==> src/rtl/alu_pkg.sv <==
// Shared widths and opcode encoding for the calculator ALU.
package alu_pkg;

  localparam int unsigned OP_W  = 3;
  localparam int unsigned RES_W = OP_W + 1;

  typedef enum logic [1:0] {
    OP_ADD = 2'b00,
    OP_SUB = 2'b01,
    OP_MUL = 2'b10,
    OP_MOD = 2'b11
  } op_e;

endpackage

==> src/rtl/alu_core.sv <==
// Combinational next-result and flag logic for the ALU.
module alu_core
  import alu_pkg::*;
(
  input  logic [OP_W-1:0]  A,
  input  logic [OP_W-1:0]  B,
  input  logic [1:0]       S,
  output logic [RES_W-1:0] r,
  output logic             sf,
  output logic             zf,
  output logic             dzf
);

  logic [RES_W-1:0] a_ext, b_ext;
  logic [RES_W-1:0] res;
  logic [OP_W-1:0]  a_mag, b_mag, rem_mag;
  logic [RES_W-1:0] rem_ext;
  logic             div0;
  op_e              op;

  assign op    = op_e'(S);
  assign a_ext = {A[OP_W-1], A};
  assign b_ext = {B[OP_W-1], B};

  // Magnitudes held unsigned so -4 maps cleanly to 4.
  assign a_mag = A[OP_W-1] ? (~A + 1'b1) : A;
  assign b_mag = B[OP_W-1] ? (~B + 1'b1) : B;

  always_comb begin
    rem_mag = '0;
    if (b_mag != '0) rem_mag = a_mag % b_mag;
  end

  assign rem_ext = {1'b0, rem_mag};
  assign div0    = (op == OP_MOD) && (B == '0);

  always_comb begin
    res = '0;
    unique case (op)
      OP_ADD: res = a_ext + b_ext;
      OP_SUB: res = a_ext - b_ext;
      // Low RES_W bits of the full signed product equal the product of sign-extended RES_W-bit operands.
      OP_MUL: res = a_ext * b_ext;
      OP_MOD: res = A[OP_W-1] ? (~rem_ext + 1'b1) : rem_ext;
      default: res = '0;
    endcase
  end

  always_comb begin
    r   = res;
    sf  = res[RES_W-1];
    zf  = (res == '0);
    dzf = 1'b0;
    if (div0) begin
      r   = '0;
      sf  = 1'b0;
      zf  = 1'b0;
      dzf = 1'b1;
    end
  end

endmodule

==> src/rtl/alu.sv <==
// Registered signed ALU: combinational core feeding a synchronously reset output bank.
module alu
  import alu_pkg::*;
(
  input  logic             clk,
  input  logic             rst,
  input  logic [OP_W-1:0]  A,
  input  logic [OP_W-1:0]  B,
  input  logic [1:0]       S,
  output logic [RES_W-1:0] R,
  output logic             SF,
  output logic             ZF,
  output logic             DZF
);

  logic [RES_W-1:0] r_nxt;
  logic             sf_nxt, zf_nxt, dzf_nxt;

  alu_core u_core (
    .A   (A),
    .B   (B),
    .S   (S),
    .r   (r_nxt),
    .sf  (sf_nxt),
    .zf  (zf_nxt),
    .dzf (dzf_nxt)
  );

  always_ff @(posedge clk) begin
    if (rst) begin
      R   <= '0;
      SF  <= 1'b0;
      ZF  <= 1'b0;
      DZF <= 1'b0;
    end else begin
      R   <= r_nxt;
      SF  <= sf_nxt;
      ZF  <= zf_nxt;
      DZF <= dzf_nxt;
    end
  end

endmodule

==> config.mk <==
export PLATFORM = sky130hd
export DESIGN_NAME = alu
export DESIGN_NICKNAME = d
export VERILOG_FILES = /design/src/rtl/alu_pkg.sv /design/src/rtl/alu_core.sv /design/src/rtl/alu.sv
export SDC_FILE = /design/constraint.sdc
export NUM_CORES = 1
export LEC_CHECK = 0
export BUFFER_PORTS_ARGS = -buffer_cell sky130_fd_sc_hd__buf_2
export CAP_MARGIN = 0
export CORE_MARGIN = 5
export CORE_UTILIZATION = 50
export CTS_BUF_LIST = sky130_fd_sc_hd__clkbuf_8 sky130_fd_sc_hd__clkbuf_16
export CTS_CLUSTER_SIZE = 12
export DETAILED_ROUTE_END_ITERATION = 12
export GPL_TIMING_DRIVEN = 0
export PLACE_DENSITY = 0.78
export SLEW_MARGIN = 10
export SYNTH_ARGS = -nofsm -noshare
export SYNTH_HDL_FRONTEND = slang
export SYNTH_SLANG_ARGS = --single-unit
==> constraint.sdc <==
create_clock -name clk -period 8.8 [get_ports clk]
set_input_delay 0.88 -clock clk [delete_from_list [all_inputs] [get_ports clk]]
set_output_delay 0.88 -clock clk [all_outputs]
set_load 0.02 [all_outputs]
Word level (Yosys, flattened, before mapping)
Index checks and enable logic that the tools add are counted.

Multipliers: 1. Add/sub/neg operators: 5. Muxes and demuxes: 6. Div/mod/pow operators: 1. Reduce and logical (&&, ||, !) cells: 6. Bitwise operators: 3. Equality and inequality tests: 3.

Operators by type and width (number): 4-bit case mux with 4 select lines (1); 3-bit two-way mux (3); 3-bit by 1-bit adder with 3-bit output (second input constant) (2); 3-bit NOT (2); 3-bit by 3-bit adder with 4-bit output (1); 4-bit by 1-bit adder with 4-bit output (second input constant) (1); 2-bit == test (second input constant) (2); 4-bit logical NOT (1); 3-bit by 3-bit multiplier with 4-bit output (1); 4-bit two-way mux (1); 3-bit NOT with 4-bit output (1); 3-bit by 3-bit subtractor with 4-bit output (1); 3-bit logical NOT (1); 3-bit by 3-bit remainder unit with 3-bit output (1); 3-bit nonzero test (1); 2-bit by 1-bit == test with 1-bit output (second input constant) (1); 2-bit logical NOT (1); 2-bit OR reduction (1); 1-bit logical AND (1); 1-bit two-way mux (1).

Logic and storage cells: 29. Input port bits: 10. Register bits: 7. Output and inout port bits: 7.

Longest topological paths before layout
Gate-level depths: netlist (run 1).

Depth after elaboration: 10. Mapped depth: 20. Depth with buffers taken out: 20.

Modules after synthesis
A second synthesis (run 1) with hierarchy kept.

Cells, all modules: 134. Area total of the unflattened synthesis: 1134.8 um2.

By module, submodules not included: alu_core (times used 1, area each 950.9 um2, cells each 120, sequential area each 0.0 um2); alu (times used 1, area each 183.9 um2, cells each 14, sequential area each 140.1 um2).

Worst setup path after synthesis (run 1)
Ideal clock, no wire load.

Path type: input port to flip-flop. From: input port B[0]. To: register ZF. Buffers on the path: 0. Stages: 19. Path slack: 4.393 ns. Data arrival time: 4.277 ns. Library setup time: 0.130 ns. Required time: 8.670 ns. Cell sequence: inv_1 -> ha_1 -> mux2i_1 -> a31oi_1 -> ha_1 -> o21bai_1 -> a21o_1 -> mux2i_1 -> ha_1 -> nand2_1 -> o21ai_1 -> and3_1 -> a21oi_1 -> ha_1 -> nor2b_1 -> a2111o_1 -> mux2i_1 -> nor2_1 -> nor4b_2.

Cells in the longest elaborated chain, start to end: 10. Elaborated cells on any way between the ends: 17. Classes of those cells: 4 x add/sub; 1 x mul; 1 x div; 4 x mux; 2 x bitwise; 5 x reduce/logical.

Ends and longest elaborated chain: from (decl) (RTL line alu.sv:8) `input logic [OP_W-1:0] B,`; 3-bit NOT (RTL line alu_core.sv:27) `assign b_mag = B[OP_W-1] ? (~B + 1'b1) : B;`; 3-bit by 1-bit adder with 3-bit output (RTL line alu_core.sv:27); 3-bit two-way mux (RTL line alu_core.sv:27); 3-bit by 3-bit remainder unit with 3-bit output / 3-bit nonzero test (equally long branches) (RTL line alu_core.sv:31) `if (b_mag != '0) rem_mag = a_mag % b_mag;`; 3-bit two-way mux (RTL line alu_core.sv:31); 3-bit NOT with 4-bit output (RTL line alu_core.sv:44) `OP_MOD: res = A[OP_W-1] ? (~rem_ext + 1'b1) : rem_ext;`; 4-bit by 1-bit adder with 4-bit output (RTL line alu_core.sv:44); 4-bit two-way mux (RTL line alu_core.sv:44); 4-bit case mux with 4 select lines (RTL line alu_core.sv:39) `unique case (op)`; 4-bit logical NOT (RTL line alu_core.sv:52) `zf = (res == '0);`; to (signal assigned) (RTL line alu.sv:38) `ZF <= zf_nxt;`; to (decl) (RTL line alu.sv:12) `output logic ZF,`.

Several ways; a longest one is shown, not always the timed one. A chain may end at the register's enable or synchronous reset.

Worst setup path in the final report (run 1)
Same ends and word-level chain as after synthesis.

==> impl_metrics.json, run 1 <==
{
  "crit_chain": "buf_2, inv_1, ha_1, mux2i_1, a31oi_1, ha_1, o21bai_1, a21o_1, mux2i_1, ha_1, nand2_1, o21ai_1, and3_1, a21oi_1, ha_1, a311oi_1, o31ai_1, nor4b_2",
  "cts_resized": 0,
  "layout_commonest_cell": "buf_2",
  "setup_violations": 0,
  "fin_nets": 169,
  "drive_gt1_frac": 0.210,
  "antenna_found_initial": 0,
  "power_density_mw_per_mm2": 140,
  "min_period_over_period": 0.561,
  "clkTransAtPathRegs_ns": 0.04,
  "multi_input_area_um2": 826,
  "grt_pass1_vias": 808,
  "routedWlPerCell_um": 12.4,
  "status": "completed",
  "die_h_um": 55.0,
  "worst_slew_margin_rel": 0.682,
  "min-delay-start": "rst",
  "syn_nets": 148,
  "cts-buffers-inserted": 3,
  "power_uw": 163,
  "rsz0062_at_grt": "no",
  "nFillCells": 179,
  "synth.distinct_cells": 37,
  "firstDrtPassIters": 4,
  "max-vdd-ir-drop_uv": 89.6,
  "numClockSinks": 6,
  "yosysSeqAreaShare": 0.119,
  "die-area_mm2": 0.00302,
  "initial_utilization": 0.521,
  "die_w_um": 55.0,
  "tightest_slew_ns": 0.463,
  "critPathTopFamily": "compound AO/OA/AOI/OAI gates",
  "syn_to_final_growth_pct": 15.3,
  "vias": 876,
  "coreArea_mm2": 0.00194,
  "cap_violations": 0,
  "drc": 0,
  "place.gp.congestion": 0.823,
  "cp_common_cell": "ha_1",
  "seq_area_um2": 120,
  "grt_start_max_net_pins": 11,
  "grt_pass1_wl_um": 3480,
  "io_pins": 17,
  "post_cts_buffers": 0,
  "hold_violations": 0,
  "yosysTopAreaCell": "ha_1",
  "crit_type": "input port to flip-flop",
  "cts_tree": "yes",
  "drt_first_iter_violations": 12,
  "slew_violations": 0,
  "grt_usage": 0.159,
  "arrival_ns": 5.07,
  "max_stage_delay_ns": 0.40,
  "fin_util": 0.601,
  "clockBufferDepth": 2,
  "drt-vias-per-instance": 5.31,
  "cts-htree-levels": 1,
  "io_buffers": 16,
  "drtAntennaViolNets": 0,
  "grt-ovfl-total": 0,
  "critical_path.startpoint": "B[0]",
  "yosysWarnings": 0,
  "netlist_top_cells_area": "ha_1, dfxtp_1, fa_1, mux2i_1, nor2b_1",
  "worstPathRequired_ns": 8.94,
  "syn_inst": 119,
  "critPathBufInv": 2,
  "leakage_nw": 0.582,
  "critPathSlowestCell": "mux2i_1",
  "root_buffer": "clkbuf_8",
  "avgSynthCellArea_um2": 8.51,
  "start_kind": "input port",
  "syn_area_mm2": 0.00101,
  "fmax_ghz": 0.203,
  "fin_crit_ns": 4.94,
  "cts_hold_buf": 0,
  "hp-class": "input port to flip-flop",
  "final_cell_mix": "buf_2, ha_1, inv_1, nor2b_1, nand2_1",
  "cp_max_fo": 8,
  "routed_wl_um": 2050,
  "cp-end-kind": "flip-flop",
  "ys_seq_elements": 6,
  "rows": 16,
  "synth_top_area_frac": 0.185,
  "dp_hpwl_um": 1750,
  "antennaDiodeCount": 0,
  "finalSetupTns_ns": 0
}
-- power breakdown --
group          total (mW)  internal, mW  switching, mW
Sequential         0.0312        0.0305       0.000745
Combinational      0.0920        0.0405         0.0515
Clock              0.0402        0.0293         0.0109
-- layer usage --
metal  vias to the layer above  global-route usage  wire (um)  share of wire
li1                        453                   -          -              -
met1                       400               0.208        898           0.44
met2                        21               0.274       1030           0.50
met3                         2              0.0161        100          0.049
met4                         0              0.0486         14         0.0068
met5                         -                   0          0              0
-- final timing paths --
kind,to,slack (ns),cells after the start
setup / recovery,ZF,3.86,18
hold / removal,DZF,0.83,2
-- layout make-up --
class | count | area share
Timing Repair Buffer | 16 | 0.0686
Sequential cell | 6 | 0.103
Tap cell | 27 | 0.0289
Multi-Input combinational cell | 99 | 0.707
Inverter | 11 | 0.0354
Clock buffer | 3 | 0.0354
Buffer | 3 | 0.0214
-- sequential cells by signal (all words and copies together) (netlist names) --
name / cells
R: 4
ZF: 1
DZF: 1
-- kinds of logic after synthesis --
family / count (synthesis) / synth area share
AO/OA/AOI/OAI: 26 / 0.176
XOR/XNOR: 8 / 0.0692
adder cells (fa/ha/maj): 19 / 0.265
buffers and inverters: 14 / 0.0655
flip-flops: 6 / 0.119
multiplexers: 8 / 0.0841
AND/OR/NAND/NOR: 38 / 0.223
-- synth_stat cells --
cell	number
dfxtp_1	6
nand2_1	9
clkbuf_1	1
o31ai_1	1
nor3b_1	3
buf_4	1
clkbuf_8	1
a21o_1	2
o311a_2	1
o211ai_1	1
o21bai_1	1
nor2b_1	10
nor2_1	8
and2_1	1
nand2b_4	1
xnor2_1	4
nor4b_2	1
a2111o_1	1
mux2_4	1
and3_1	1
o21a_1	1
or4_4	1
a21oi_1	4
a31oi_1	2
fa_1	4
mux2i_1	7
xor2_1	4
o21ai_1	1
o21ai_0	6
and3b_2	1
o21bai_2	1
and2_2	1
a211oi_1	3
nand2b_1	1
a311oi_1	1
ha_1	15
inv_1	11
-- metrics by stage --
stage               cells  cell area (um2)  setup slack, ns  hold WS (ns)
floorplan             119             1010             4.39         0.952
finish                165             1170             3.86         0.827
global placement      162             1130             3.77          1.05
global route          165             1170             3.47         0.832
CTS                   165             1170             3.88         0.825
detailed placement    162             1130             3.65          1.05
Note: power is estimated with default switching activity, not from simulation.
==> run 2: changes to the inputs <==
clock period = 4.6 ns   (was 8.8 ns; I/O delays follow)
==> run 2 against run 1 <==
Against the previous run: via count is 0.68% lower; sequential share of layout area is 0.14 points lower; routed wire length is 1.4% higher; critical path depth unchanged; cell area is 1.4% higher; first-iteration DRC count is 33% lower; setup slack lost 3.5 ns; clock power up 91%; cell count unchanged; utilization rose by 0.84 points; combinational power rose by 95%; global-route usage stayed put; critical path type unchanged; largest cell class unchanged.
==> impl_metrics.json, run 2 (synthesized netlist as in run 1, its figures left out) <==
{
  "arrival_ns": 4.37,
  "largest_reg_flops": 4,
  "drtAntennaViolNets": 0,
  "crit_type": "input port to flip-flop",
  "place.gp.congestion": 0.823,
  "status": "completed",
  "grt_usage": 0.159,
  "antennaDiodeCount": 0,
  "placed_cell_area_mm2": 0.00113,
  "start_kind": "input port",
  "routedWlPerCell_um": 12.6,
  "die_h_um": 55.0,
  "grt_start_max_net_pins": 11,
  "fmax_ghz": 0.236,
  "clkTransAtPathRegs_ns": 0.04,
  "max_stage_delay_ns": 0.35,
  "cp_max_fo": 8,
  "numClockSinks": 6,
  "io_buffers": 16,
  "stdcell_area_mm2": 0.00118,
  "critPathSlowestCell": "ha_1",
  "fin_nets": 169,
  "critPathBufInv": 2,
  "tightest_slew_ns": 0.410,
  "power_density_mw_per_mm2": 267,
  "die-area_mm2": 0.00302,
  "worstPathRequired_ns": 4.74,
  "crit_chain": "buf_2, inv_1, ha_1, mux2i_4, a31oi_1, ha_1, o21bai_1, a21o_1, mux2i_2, ha_1, nand2_1, o21ai_1, and3_1, a21oi_1, ha_1, a311oi_1, o31ai_1, nor4b_2",
  "min_period_over_period": 0.921,
  "io_pins": 17,
  "drt_first_iter_violations": 8,
  "grt_pass1_wl_um": 3480,
  "routed_wl_um": 2070,
  "cts-htree-levels": 1,
  "worst_slew_margin_rel": 0.725,
  "syn_to_final_growth_pct": 16.9,
  "cp_common_cell": "ha_1",
  "cts_tree": "yes",
  "slew_violations": 0,
  "grt_pass1_vias": 808,
  "cts_hold_buf": 0,
  "hp-class": "input port to flip-flop",
  "cts-buffers-inserted": 3,
  "top_register": "R",
  "rows": 16,
  "drive_gt1_frac": 0.225,
  "cap_violations": 0,
  "setup_violations": 0,
  "root_buffer": "clkbuf_8",
  "hold_violations": 0,
  "clockBufferDepth": 2,
  "drc": 0,
  "coreArea_mm2": 0.00194,
  "fin_crit_ns": 4.24,
  "leakage_nw": 0.579,
  "dp_hpwl_um": 1750,
  "reg_top3": "R x4, DZF x1, ZF x1",
  "grt-ovfl-total": 0,
  "fin_util": 0.610,
  "die_w_um": 55.0,
  "vias": 870,
  "drt-vias-per-instance": 5.27,
  "layout_commonest_cell": "buf_2",
  "final_cell_mix": "buf_2, ha_1, inv_1, nor2b_1, nand2_1",
  "firstDrtPassIters": 4,
  "antenna_found_initial": 0,
  "max-vdd-ir-drop_uv": 168,
  "cp-end-kind": "flip-flop",
  "initial_utilization": 0.521,
  "critPathTopFamily": "compound AO/OA/AOI/OAI gates"
}
run 2: cell count changes in the layout (fill, tap and decap cells not counted):
cell     before  now
mux2i_4       0    1
mux2i_2       0    1
mux2i_1       7    5
run 2: final timing paths:
kind                  endpoint  from  cells past startpoint
worst max-delay path        ZF  B[0]                     18
worst min-delay path       DZF   rst                      2
run 2: repair_timing:
| item | in CTS | in global routing |
|---|---|---|
| hold endpoints to repair | 0 | 0 |
| resized for setup | 0 | 3 |
| buffers inserted | 0 | 0 |
| endpoints found under the setup margin | 0 | 3 |
run 2: power by group:
part / switching, mW / internal (mW) / total [mW] / leakage [nW]
clock network: 0.0208 / 0.0560 / 0.0769 / 0.0216
registers: 0.00143 / 0.0583 / 0.0597 / 0.0494
logic: 0.0995 / 0.0799 / 0.179 / 0.508
total: 0.122 / 0.194 / 0.316 / 0.579
run 2: final cells by class:
type	instances	area (um2)
Tap cell	27	33.8
Timing Repair Buffer	16	80.1
Inverter	11	41.3
Clock buffer	3	41.3
Fill cell	177	758
Multi-Input combinational cell	99	842
Buffer	3	25.0
Sequential cell	6	120
run 2: routing by layer:
layer  global-route usage  part of all wire
met1                0.208              0.44
met2                0.274              0.51
met3               0.0161             0.045
met4               0.0486            0.0068
met5                    0                 0
run 2: through the flow:
stage	hold WS (ns)	cells	worst slack, ns	TNS, ns	power, mW
after global routing	0.412	165	-0.00459	-0.00459	0.349
after global placement	0.633	162	-0.0131	-0.0131	0.230
after floorplan	0.532	119	0.613	0	0.195
after CTS	0.405	165	0.103	0	0.315
after detailed placement	0.634	162	-0.127	-0.186	0.236
final	0.407	165	0.362	0	0.316
